### src/rtl/touch_scan_sequencer_if.sv
// Handshake between the touch scan sequencer (master) and the dual-channel serial ADC controller (slave).
interface touch_scan_sequencer_if #(
    parameter int DATA_W = 12
);
    logic              adc_start;
    logic              adc_done;
    logic [DATA_W-1:0] adc_data1;
    logic [DATA_W-1:0] adc_data2;

    modport master (
        output adc_start,
        input  adc_done,
        input  adc_data1,
        input  adc_data2
    );

    modport slave (
        input  adc_start,
        output adc_done,
        output adc_data1,
        output adc_data2
    );
endinterface

### src/rtl/touch_scan_sequencer.sv
// Resistive touch panel frame scheduler: settle/convert X then Y, pen-down detect, publish coordinates.
// Define TOUCH_AVG_EN to average four conversions per axis; otherwise a single raw sample is used.
module touch_scan_sequencer #(
    parameter int          SETTLE_CYCLES  = 250000,
    parameter int          GAP_CYCLES     = 500000,
    parameter int          TIMEOUT_CYCLES = 4096,
    parameter logic [11:0] PEN_THRESH     = 12'd64
) (
    input  logic                          clk50,
    input  logic                          reset,
    input  logic                          enable,
    touch_scan_sequencer_if.master        adc,
    output logic                          drive_x,
    output logic                          drive_y,
    output logic [11:0]                   x_out,
    output logic [11:0]                   y_out,
    output logic                          sample_valid,
    output logic                          pen_down,
    output logic                          timeout,
    output logic                          busy
);

    localparam int DATA_W = 12;
`ifdef TOUCH_AVG_EN
    localparam int NCONV = 4;
    localparam int ACC_W = 14;
    localparam int SHIFT = 2;
`else
    localparam int NCONV = 1;
    localparam int ACC_W = 12;
    localparam int SHIFT = 0;
`endif

    // Counters run down to zero, so each load is one less than the interval length.
    // The wait load is two less so the registered timeout pulse lands TIMEOUT_CYCLES after adc_start.
    localparam int SETTLE_LOAD = (SETTLE_CYCLES > 1) ? SETTLE_CYCLES - 1 : 0;
    localparam int GAP_LOAD    = (GAP_CYCLES > 1) ? GAP_CYCLES - 1 : 0;
    localparam int TO_LOAD     = (TIMEOUT_CYCLES > 2) ? TIMEOUT_CYCLES - 2 : 0;
    localparam int MAX_SG      = (SETTLE_LOAD > GAP_LOAD) ? SETTLE_LOAD : GAP_LOAD;
    localparam int CNT_MAX     = (MAX_SG > TO_LOAD) ? MAX_SG : TO_LOAD;
    localparam int CNT_W       = (CNT_MAX > 0) ? $clog2(CNT_MAX + 1) : 1;

    typedef enum logic [3:0] {
        IDLE,
        SETTLE_X,
        CONV_X,
        WAIT_X,
        SETTLE_Y,
        CONV_Y,
        WAIT_Y,
        REPORT,
        GAP
    } state_t;

    state_t             state;
    state_t             next_state;
    logic [CNT_W-1:0]   cnt;
    logic [CNT_W-1:0]   cnt_next;
    logic [1:0]         conv_cnt;
    logic               conv_last;
    logic               conv_clr;
    logic               conv_inc;
    logic               acc_clr;
    logic               add_x;
    logic               add_y;
    logic               to_pulse;
    logic               report;
    logic [ACC_W-1:0]   acc_x;
    logic [ACC_W-1:0]   acc_y;
    logic [DATA_W-1:0]  x_res;
    logic [DATA_W-1:0]  y_res;
    logic               pen_hit;

    function automatic logic [DATA_W-1:0] avg_result(input logic [ACC_W-1:0] acc);
        return DATA_W'(acc >> SHIFT);
    endfunction

    function automatic logic above_thresh(input logic [DATA_W-1:0] res);
        return (res >= PEN_THRESH);
    endfunction

    assign conv_last = (conv_cnt == 2'(NCONV - 1));
    assign x_res     = avg_result(acc_x);
    assign y_res     = avg_result(acc_y);
    assign pen_hit   = above_thresh(x_res) && above_thresh(y_res);

    always_comb begin
        next_state = state;
        cnt_next   = (cnt != '0) ? cnt - CNT_W'(1) : cnt;
        conv_clr   = 1'b0;
        conv_inc   = 1'b0;
        acc_clr    = 1'b0;
        add_x      = 1'b0;
        add_y      = 1'b0;
        to_pulse   = 1'b0;
        report     = 1'b0;
        case (state)
            IDLE: begin
                if (enable) begin
                    next_state = SETTLE_X;
                    cnt_next   = CNT_W'(SETTLE_LOAD);
                    acc_clr    = 1'b1;
                    conv_clr   = 1'b1;
                end
            end
            SETTLE_X: begin
                if (!enable)         next_state = IDLE;
                else if (cnt == '0)  next_state = CONV_X;
            end
            CONV_X: begin
                if (!enable) begin
                    next_state = IDLE;
                end else begin
                    next_state = WAIT_X;
                    cnt_next   = CNT_W'(TO_LOAD);
                end
            end
            WAIT_X: begin
                // A done arriving in the last waiting cycle still wins over the timeout.
                if (adc.adc_done) begin
                    add_x    = 1'b1;
                    conv_inc = 1'b1;
                    if (!enable) begin
                        next_state = IDLE;
                    end else if (!conv_last) begin
                        next_state = CONV_X;
                    end else begin
                        next_state = SETTLE_Y;
                        cnt_next   = CNT_W'(SETTLE_LOAD);
                        conv_clr   = 1'b1;
                    end
                end else if (cnt == '0) begin
                    to_pulse   = 1'b1;
                    next_state = enable ? GAP : IDLE;
                    cnt_next   = CNT_W'(GAP_LOAD);
                end
            end
            SETTLE_Y: begin
                if (!enable)         next_state = IDLE;
                else if (cnt == '0)  next_state = CONV_Y;
            end
            CONV_Y: begin
                if (!enable) begin
                    next_state = IDLE;
                end else begin
                    next_state = WAIT_Y;
                    cnt_next   = CNT_W'(TO_LOAD);
                end
            end
            WAIT_Y: begin
                if (adc.adc_done) begin
                    add_y    = 1'b1;
                    conv_inc = 1'b1;
                    if (!enable) begin
                        next_state = IDLE;
                    end else if (!conv_last) begin
                        next_state = CONV_Y;
                    end else begin
                        next_state = REPORT;
                    end
                end else if (cnt == '0) begin
                    to_pulse   = 1'b1;
                    next_state = enable ? GAP : IDLE;
                    cnt_next   = CNT_W'(GAP_LOAD);
                end
            end
            REPORT: begin
                report     = 1'b1;
                next_state = GAP;
                cnt_next   = CNT_W'(GAP_LOAD);
            end
            GAP: begin
                if (!enable) begin
                    next_state = IDLE;
                end else if (cnt == '0) begin
                    next_state = SETTLE_X;
                    cnt_next   = CNT_W'(SETTLE_LOAD);
                    acc_clr    = 1'b1;
                    conv_clr   = 1'b1;
                end
            end
            default: begin
                next_state = IDLE;
            end
        endcase
    end

    // Control and output registers; outputs are decoded from next_state so they line up with the state.
    always_ff @(posedge clk50 or posedge reset) begin
        if (reset) begin
            state         <= IDLE;
            cnt           <= '0;
            conv_cnt      <= '0;
            adc.adc_start <= 1'b0;
            drive_x       <= 1'b0;
            drive_y       <= 1'b0;
            busy          <= 1'b0;
            timeout       <= 1'b0;
            sample_valid  <= 1'b0;
            pen_down      <= 1'b0;
            x_out         <= '0;
            y_out         <= '0;
        end else begin
            state         <= next_state;
            cnt           <= cnt_next;
            if (conv_clr)      conv_cnt <= '0;
            else if (conv_inc) conv_cnt <= conv_cnt + 2'd1;
            adc.adc_start <= (next_state == CONV_X) || (next_state == CONV_Y);
            drive_x       <= (next_state == SETTLE_X) || (next_state == CONV_X) || (next_state == WAIT_X);
            drive_y       <= (next_state == SETTLE_Y) || (next_state == CONV_Y) || (next_state == WAIT_Y);
            busy          <= (next_state != IDLE);
            timeout       <= to_pulse;
            sample_valid  <= report && pen_hit;
            if (report) begin
                pen_down <= pen_hit;
                if (pen_hit) begin
                    x_out <= x_res;
                    y_out <= y_res;
                end
            end
        end
    end

    // Accumulator datapath: cleared at the start of every frame, so no reset is needed.
    always_ff @(posedge clk50) begin
        if (acc_clr) begin
            acc_x <= '0;
            acc_y <= '0;
        end else begin
            if (add_x) acc_x <= acc_x + ACC_W'(adc.adc_data1);
            if (add_y) acc_y <= acc_y + ACC_W'(adc.adc_data2);
        end
    end

endmodule

### src/flat_wrapper.sv
// flat-port wrapper written by rule: the top's interface ports become plain ports
module touch_scan_sequencer_flat 
#(
    parameter int          SETTLE_CYCLES  = 250000,
    parameter int          GAP_CYCLES     = 500000,
    parameter int          TIMEOUT_CYCLES = 4096,
    parameter logic [11:0] PEN_THRESH     = 12'd64
)
  (clk50, reset, enable, drive_x, drive_y, x_out, y_out, sample_valid, pen_down, timeout, busy, adc_adc_start, adc_adc_done, adc_adc_data1, adc_adc_data2);
  touch_scan_sequencer_if adc_i ();
  input  logic clk50;
  input  logic reset;
  input  logic enable;
  output logic drive_x;
  output logic drive_y;
  output logic [11:0] x_out;
  output logic [11:0] y_out;
  output logic sample_valid;
  output logic pen_down;
  output logic timeout;
  output logic busy;
  output wire logic [$bits(adc_i.adc_start)-1:0] adc_adc_start;
  input wire logic [$bits(adc_i.adc_done)-1:0] adc_adc_done;
  input wire logic [$bits(adc_i.adc_data1)-1:0] adc_adc_data1;
  input wire logic [$bits(adc_i.adc_data2)-1:0] adc_adc_data2;
  assign adc_adc_start = adc_i.adc_start;
  assign adc_i.adc_done = adc_adc_done;
  assign adc_i.adc_data1 = adc_adc_data1;
  assign adc_i.adc_data2 = adc_adc_data2;
  touch_scan_sequencer #(.SETTLE_CYCLES(SETTLE_CYCLES), .GAP_CYCLES(GAP_CYCLES), .TIMEOUT_CYCLES(TIMEOUT_CYCLES), .PEN_THRESH(PEN_THRESH)) u_core (.clk50(clk50), .reset(reset), .enable(enable), .adc(adc_i), .drive_x(drive_x), .drive_y(drive_y), .x_out(x_out), .y_out(y_out), .sample_valid(sample_valid), .pen_down(pen_down), .timeout(timeout), .busy(busy));
endmodule
### config.mk
export PLATFORM = sky130hd
export DESIGN_NAME = touch_scan_sequencer_flat
export DESIGN_NICKNAME = d
export VERILOG_FILES = /design/src/rtl/touch_scan_sequencer_if.sv /design/src/rtl/touch_scan_sequencer.sv /design/src/flat_wrapper.sv
export SDC_FILE = /design/constraint.sdc
export NUM_CORES = 1
export LEC_CHECK = 0
export CELL_PAD_IN_SITES_DETAIL_PLACEMENT = 1
export CELL_PAD_IN_SITES_GLOBAL_PLACEMENT = 1
export CORE_ASPECT_RATIO = 0.5
export CORE_MARGIN = 2
export CORE_UTILIZATION = 48
export DETAILED_ROUTE_END_ITERATION = 8
export DONT_BUFFER_PORTS = 1
export MAX_ROUTING_LAYER = met4
export PLACE_DENSITY = 0.82
export SLEW_MARGIN = 20
export SYNTH_ARGS = -nofsm -noshare
export SYNTH_HDL_FRONTEND = slang
export SYNTH_SLANG_ARGS = --single-unit
### constraint.sdc
create_clock -name clk50 -period 2.85 [get_ports clk50]
set_clock_uncertainty 0.15 [all_clocks]
set_input_delay 0.285 -clock clk50 [delete_from_list [all_inputs] [get_ports clk50]]
set_output_delay 0.285 -clock clk50 [all_outputs]
set_load 0.05 [all_outputs]
==> After elaboration in Yosys (flattened, before gate mapping) <==
Index checks and enable logic that the tools add are counted.
{ "op_classes": {"n_addsub": 4, "mul": 0, "n_div": 0, "n_lt_le_gt_ge": 2, "eq_ne": 14, "shift": 0, "mux": 46, "n_bitwise": 0, "n_reduce_logical": 16} }
{ "ops": {"columns": ["cell", "n"], "rows": [
  ["2-to-1 mux 19 bit", 10],
  ["case mux 19 bit (6 select lines)", 1],
  ["2-to-1 mux 4 bit", 13],
  ["case mux 4 bit (9 select lines)", 1],
  ["equality test 4 x 3 -> 1 bit (second input constant)", 7],
  ["adder 12 bit", 2],
  ["greater-or-equal comparator 12 x 7 -> 1 bit (second input constant)", 2],
  ["logical NOT 19 bit", 1],
  ["nonzero test 19 bit", 1],
  ["subtractor 19 x 1 -> 19 bit (second input constant)", 1],
  ["equality test 4 x 2 -> 1 bit (second input constant)", 4],
  ["2-to-1 mux 1 bit", 13],
  ["equality test 4 x 1 -> 1 bit (second input constant)", 2],
  ["2-to-1 mux 2 bit", 4],
  ["2-to-1 mux 3 bit", 2],
  ["logical OR 1 bit", 5],
  ["equality test 4 bit (second input constant)", 1],
  ["logical NOT 4 bit", 1],
  ["nonzero test 4 bit", 1],
  ["OR reduction 2 bit", 2],
  ["case mux 1 bit (3 select lines)", 1],
  ["adder 2 x 1 -> 2 bit (second input constant)", 1],
  ["logical AND 1 bit", 2],
  ["logical NOT 2 bit", 1],
  ["3 further kinds", 3]
]} }
{ "word_totals": {"ff_bits": 80, "latchBits": 0, "ram_bits": 0, "mem_bits_ro": 0, "in_bits": 28, "out_inout_bits": 31, "n_memories": 0} }

==> Longest topological paths before layout <==
{ "logic_depth": {"depth_word": 8, "mapped_depth": 10, "mapped_depth_nobuf": 10} }

==> Worst setup path before layout <==
No wires, ideal clock.
{ "synth_timing": {"path_type": "register to register", "start": "register u_core.cnt[3]", "end": "register u_core.busy", "setup_ns": 0.121, "arrival_time_ns": 2.068, "t_required_ns": 2.579, "path_slack_ns": 0.510, "path_stages_with_launch": 7, "period_less_slack_ns": 2.340, "path_cell_list": "dfrtp_1 > or4_4 > nor3_4 > nand3_4 > a31o_4 > a211o_1 > nand2b_1"} }
{ "synth_between": {"elab_chain_len": 5, "word_cells_on_any_way": 12, "cone_classes": "mux (10); reduce/logical (2)"} }
{ "synth_rtl": {"columns": ["element", "line_no", "rtl"], "rows": [
  ["from (decl)", "touch_scan_sequencer.sv:57", "logic [CNT_W-1:0] cnt;"],
  ["from (signal assigned)", "touch_scan_sequencer.sv:205", "cnt <= cnt_next;"],
  ["logical NOT 19 bit *", null, null],
  ["2-to-1 mux 4 bit (on tied branches) (2 in series)", null, null],
  ["case mux 4 bit (9 select lines) *", "touch_scan_sequencer.sv:97", "case (state)"],
  ["nonzero test 4 bit *", "touch_scan_sequencer.sv:211", "busy <= (next_state != IDLE);"],
  ["to (signal assigned)", "touch_scan_sequencer.sv:211", null],
  ["to (decl)", "touch_scan_sequencer.sv:20", "output logic busy"]
]} }
Every way passes the cells marked *; elsewhere a longest branch is shown, timed or not.
A chain may end at the register's enable or synchronous reset.

==> Worst setup path after layout <==
{ "layout_timing": {"start": "register u_core.cnt[3]", "end": "register u_core.cnt[3]"} }
{ "layout_between": {"elab_chain_len": 6, "word_cells_on_any_way": 14, "cone_classes": "add/sub (1); mux (11); reduce/logical (2)"} }
{ "layout_rtl": {"columns": ["element", "line_no", "rtl"], "rows": [
  ["subtractor 19 x 1 -> 19 bit / nonzero test 19 bit (equally long branches)", "touch_scan_sequencer.sv:89", "cnt_next = (cnt != '0) ? cnt - CNT_W'(1) : cnt;"],
  ["2-to-1 mux 19 bit", "touch_scan_sequencer.sv:89", null],
  ["2-to-1 mux 19 bit", "touch_scan_sequencer.sv:125", "end else if (!conv_last) begin"],
  ["2-to-1 mux 19 bit", "touch_scan_sequencer.sv:123", "if (!enable) begin"],
  ["2-to-1 mux 19 bit", "touch_scan_sequencer.sv:120", "if (adc.adc_done) begin"],
  ["case mux 19 bit (6 select lines) *", "touch_scan_sequencer.sv:97", null],
  ["net u_core.cnt_next[3]", "touch_scan_sequencer.sv:58", "logic [CNT_W-1:0] cnt_next;"]
]} }
The timed path passes the listed nets; every way through them passes the cells marked *.

==> results.json <==
{
  "outcome": "finished, final reports clean",
  "die_width_um": 144,
  "maximum_single_stage_delay_on_the_critical_path_ns": 0.58,
  "route.vias.total": 4027,
  "cp_slowest_cell": "sky130_fd_sc_hd__or4_4",
  "worstSetupPathDepth": 7,
  "final_hold_viol_count": 0,
  "drive_gt1_share_pct": 9.19,
  "mostFrequentLayoutCells": "sky130_fd_sc_hd__nand2_1 (118), sky130_fd_sc_hd__dfrtp_1 (56), sky130_fd_sc_hd__a21oi_1 (51)",
  "yosys_register_bits": 80,
  "grt_remaining_overflow": 0,
  "holdBufCountCts": 2,
  "path_delay_family": "simple AND/OR/NAND/NOR gates",
  "pin_count": 59,
  "multi_input_area_mm2": 0.00264,
  "crit-reg2reg-capture": "u_core.cnt[3]",
  "regToRegStartpoint": "u_core.cnt[3]",
  "timing.critical_path.arrival_ns": 2.66,
  "mappedNetlistArea_mm2": 0.00468,
  "drt_first_pass_iters": 6,
  "tightest_slew_ns": 0.638,
  "place_congestion": 0.978,
  "antenna_left": 0,
  "grt_pass1_vias": 4190,
  "hold_ws_ns": 0.0432,
  "vias_cell": 5.74,
  "die_area_mm2": 0.0106,
  "synth_area_per_cell_um2": 8.49,
  "dr.first_iter.drc_count": 202,
  "count_of_antenna_diodes_in_the_layout": 0,
  "worstPathMaxFanout": 6,
  "fin_tns_setup_ns": 0,
  "route.detailed.wl_per_inst_um": 18.4,
  "maximum_number_of_pins_on_one_net_before_global_route_repair": 30,
  "synth_async_sr_flop_share_pct": 70.0,
  "timing.critical_path.buf_inv": 0,
  "cts.htree.levels": 3,
  "clk_pin_slew_worst_paths_ns": 0.06,
  "power_density_mw_per_mm2": 497,
  "postSynth.topFlopCell": "sky130_fd_sc_hd__dfrtp_1",
  "final_cycle_share_pct": 91.6,
  "worstHoldStart": "enable",
  "placementRows": 25,
  "worstPathCellList": "or4_4 > nor3_4 > nand4_1 > a21oi_1 > a31o_4 > o21a_1 > o21ai_0",
  "critPathLaunch": "u_core.cnt[3]",
  "cp-start-kind": "flop",
  "number_of_enable_type_register_cells_in_the_synthesized_netlist": 0,
  "layout.cells.non_filler": 701,
  "max_clock_freq_mhz": 383,
  "post_cts.repair.setup_buffers": 0,
  "cts-root-buf": "sky130_fd_sc_hd__clkbuf_16",
  "initial_utilization_pct": 49.5,
  "final-max-slew-violation-count": 0,
  "period_needed_ns": 2.61,
  "core_area_mm2": 0.00945,
  "clock_sinks": 80,
  "area_overhead_of_the_layout_relative_to_synthesis_pct": 11.4,
  "latest_clock_arrival_within_the_worst_skew_pair_ns": 0.34,
  "combinational_cell_fraction_of_total_power_pct": 8.5,
  "post-dp-hpwl_mm": 9.21,
  "p_clk_share_pct": 44.9,
  "critPathKind": "reg -> reg",
  "leading_cell_type_in_the_layout_fill_and_taps_excluded": "sky130_fd_sc_hd__nand2_1",
  "ys_types": 63,
  "cts_made_buffers": 9,
  "finalSetupViolCount": 0,
  "routed_wirelength_mm": 12.9,
  "die_h_um": 73.8,
  "layout.filler_cells": 1169,
  "placed_instance_area_mm2": 0.00490,
  "cp_data_required_time_ns": 2.90,
  "cts_repair_resize_count": 0,
  "yosys_warnings": 0,
  "drc": 0,
  "syn-num-nets": 607,
  "seq_area_frac_synth_pct": 40.2,
  "seq_power_share_pct": 46.6,
  "critical_path.endpoint_type": "flop",
  "cts_max_path_buffers": 2,
  "grt_antenna_before_repair": 0,
  "register_to_register_setup_slack_ns": 0.24,
  "global_route_wire_length_before_repair_mm": 21.3,
  "instance_count_of_the_mapped_netlist": 551,
  "setup.worst_path.end": "u_core.cnt[3]",
  "p_sw_uw": 661,
  "power.share.switching_pct": 25.5,
  "io_buffer_count": 0,
  "dp_cells": 683,
  "area.sequential_mm2": 0.00188,
  "timing.max_slew.rel_slack_pct": 57.4,
  "cellInternalPower_uw": 1930,
  "unrepaired_setup_endpoints_after_global_routing": "false",
  "fin_area_mm2": 0.00521,
  "design.final.nets": 617,
  "max-cap-violations": 0,
  "worst_ir_drop_vdd_mv": 0.266,
  "worst_r2r_path_depth": 7,
  "hold_path_class": "in -> reg",
  "p_leak_uw": 0.00225,
  "global_route.usage.total_pct": 27.0,
  "tritoncts": "yes"
}
## how the worst min path moves through the flow
stage	end	slack, ns	depth (start not counted)
finish	u_core.drive_x	0.04	2
global route	u_core.drive_x	0.06	2
CTS	u_core.drive_x	0.04	2
detailed placement	u_core.state[1]	0.14	1
global placement	u_core.state[1]	0.13	1
floorplan	u_core.x_out[0]	0.28	2
## worst register-to-register path, delay by kind of cell (launching register included)
kind	cells	cell delay, ns
AND/OR/NAND/NOR	3	1.09
flip-flops	1	0.43
AO/OA/AOI/OAI	4	0.80
## state kept, by name, summed over array words and instances (netlist names)
register and cells:
u_core.drive_y 1, u_core.busy 1, u_core.acc_y 12, u_core.timeout 1
u_core.drive_x 1, u_core.conv_cnt 2, u_core.y_out 12, u_core.pen_down 1
u_core.sample_valid 1, u_core.state 4, u_core.x_out 12, u_core.cnt 19
u_core.acc_x 12, u_core.adc.adc_start 1
## synth_stat cells (2+ instances only)
cell | count | area share (%)
sky130_fd_sc_hd__a21boi_0 | 2 | 0.32
sky130_fd_sc_hd__a31oi_1 | 3 | 0.40
sky130_fd_sc_hd__nor2b_1 | 3 | 0.40
sky130_fd_sc_hd__mux2i_1 | 2 | 0.43
sky130_fd_sc_hd__nand3b_1 | 2 | 0.32
sky130_fd_sc_hd__or3_1 | 4 | 0.53
sky130_fd_sc_hd__inv_1 | 15 | 1.2
sky130_fd_sc_hd__o21ai_0 | 27 | 2.9
sky130_fd_sc_hd__o21a_1 | 10 | 1.6
sky130_fd_sc_hd__nand2b_1 | 13 | 1.7
sky130_fd_sc_hd__nand2_1 | 118 | 9.5
sky130_fd_sc_hd__a211o_1 | 4 | 0.75
sky130_fd_sc_hd__or4_1 | 2 | 0.32
sky130_fd_sc_hd__nand3_1 | 13 | 1.4
sky130_fd_sc_hd__o211ai_1 | 3 | 0.48
sky130_fd_sc_hd__o221ai_1 | 2 | 0.37
sky130_fd_sc_hd__dfxtp_1 | 24 | 10
sky130_fd_sc_hd__buf_6 | 2 | 0.48
sky130_fd_sc_hd__dfrtp_1 | 56 | 30
sky130_fd_sc_hd__xor2_1 | 6 | 1.1
sky130_fd_sc_hd__xnor2_1 | 22 | 4.1
sky130_fd_sc_hd__o21bai_1 | 4 | 0.64
sky130_fd_sc_hd__a21oi_2 | 2 | 0.37
sky130_fd_sc_hd__a21o_1 | 5 | 0.80
sky130_fd_sc_hd__o31ai_1 | 4 | 0.64
sky130_fd_sc_hd__clkbuf_1 | 13 | 1.0
sky130_fd_sc_hd__nor4_1 | 7 | 0.94
sky130_fd_sc_hd__a22o_1 | 2 | 0.37
sky130_fd_sc_hd__nor3_1 | 11 | 1.2
sky130_fd_sc_hd__o22ai_1 | 6 | 0.80
sky130_fd_sc_hd__nand4_1 | 4 | 0.53
sky130_fd_sc_hd__fa_1 | 2 | 0.86
sky130_fd_sc_hd__a211oi_1 | 9 | 1.4
sky130_fd_sc_hd__a21oi_1 | 51 | 5.5
sky130_fd_sc_hd__nor2_1 | 42 | 3.4
sky130_fd_sc_hd__buf_2 | 4 | 0.43
sky130_fd_sc_hd__ha_1 | 26 | 7.0
## logic make-up (layout without fill, tap and decap cells)
| group | Yosys count | count (layout) | share of synthesized area [%] |
|---|---|---|---|
| xor+xnor | 28 | 28 | 5.24 |
| mux | 3 | 3 | 0.668 |
| buf+inv | 37 | 52 | 3.56 |
| simple gates | 231 | 231 | 22.9 |
| fa+ha+maj | 28 | 28 | 7.81 |
| flops | 80 | 80 | 40.2 |
| compound gates | 144 | 144 | 19.6 |
## through the flow
stage          worst slack (ns)  util, %  power (µW)
2_1_floorplan             0.510        -        1380
3_3_place_gp              0.342     51.9        1430
3_5_place_dp              0.275     51.9        1440
4_1_cts                   0.244     55.2        2610
5_1_grt                 0.00199     55.2        2680
6_report                  0.239     55.2        2590
## power by group through the flow
stage / clock, µW / combinational (µW) / sequential, µW
floorplan: 0 / 164 / 1210
global placement: 0 / 207 / 1220
detailed placement: 0 / 213 / 1230
CTS: 1180 / 220 / 1210
global route: 1230 / 246 / 1210
finish: 1160 / 221 / 1210
## per-layer routing
layer	track usage, %	part of all wire, %	routed length, µm	up-vias
met2	45.7	49	6320	76
met5	-	0	0	-
li1	-	-	-	1945
met4	8.28	1.5	191	0
met3	7.11	4.7	601	20
met1	32.0	45	5800	1986
## layout make-up
class                           count  share of cell area, %
Clock buffer                        9                   4.32
Inverter                           16                   1.15
Timing Repair Buffer               20                   3.22
Tap cell                          135                   3.24
Multi-Input combinational cell    434                   50.6
Sequential cell                    80                   36.1
Clock inverter                      7                   1.34
No activity file was read; power rests on OpenSTA's default activity.
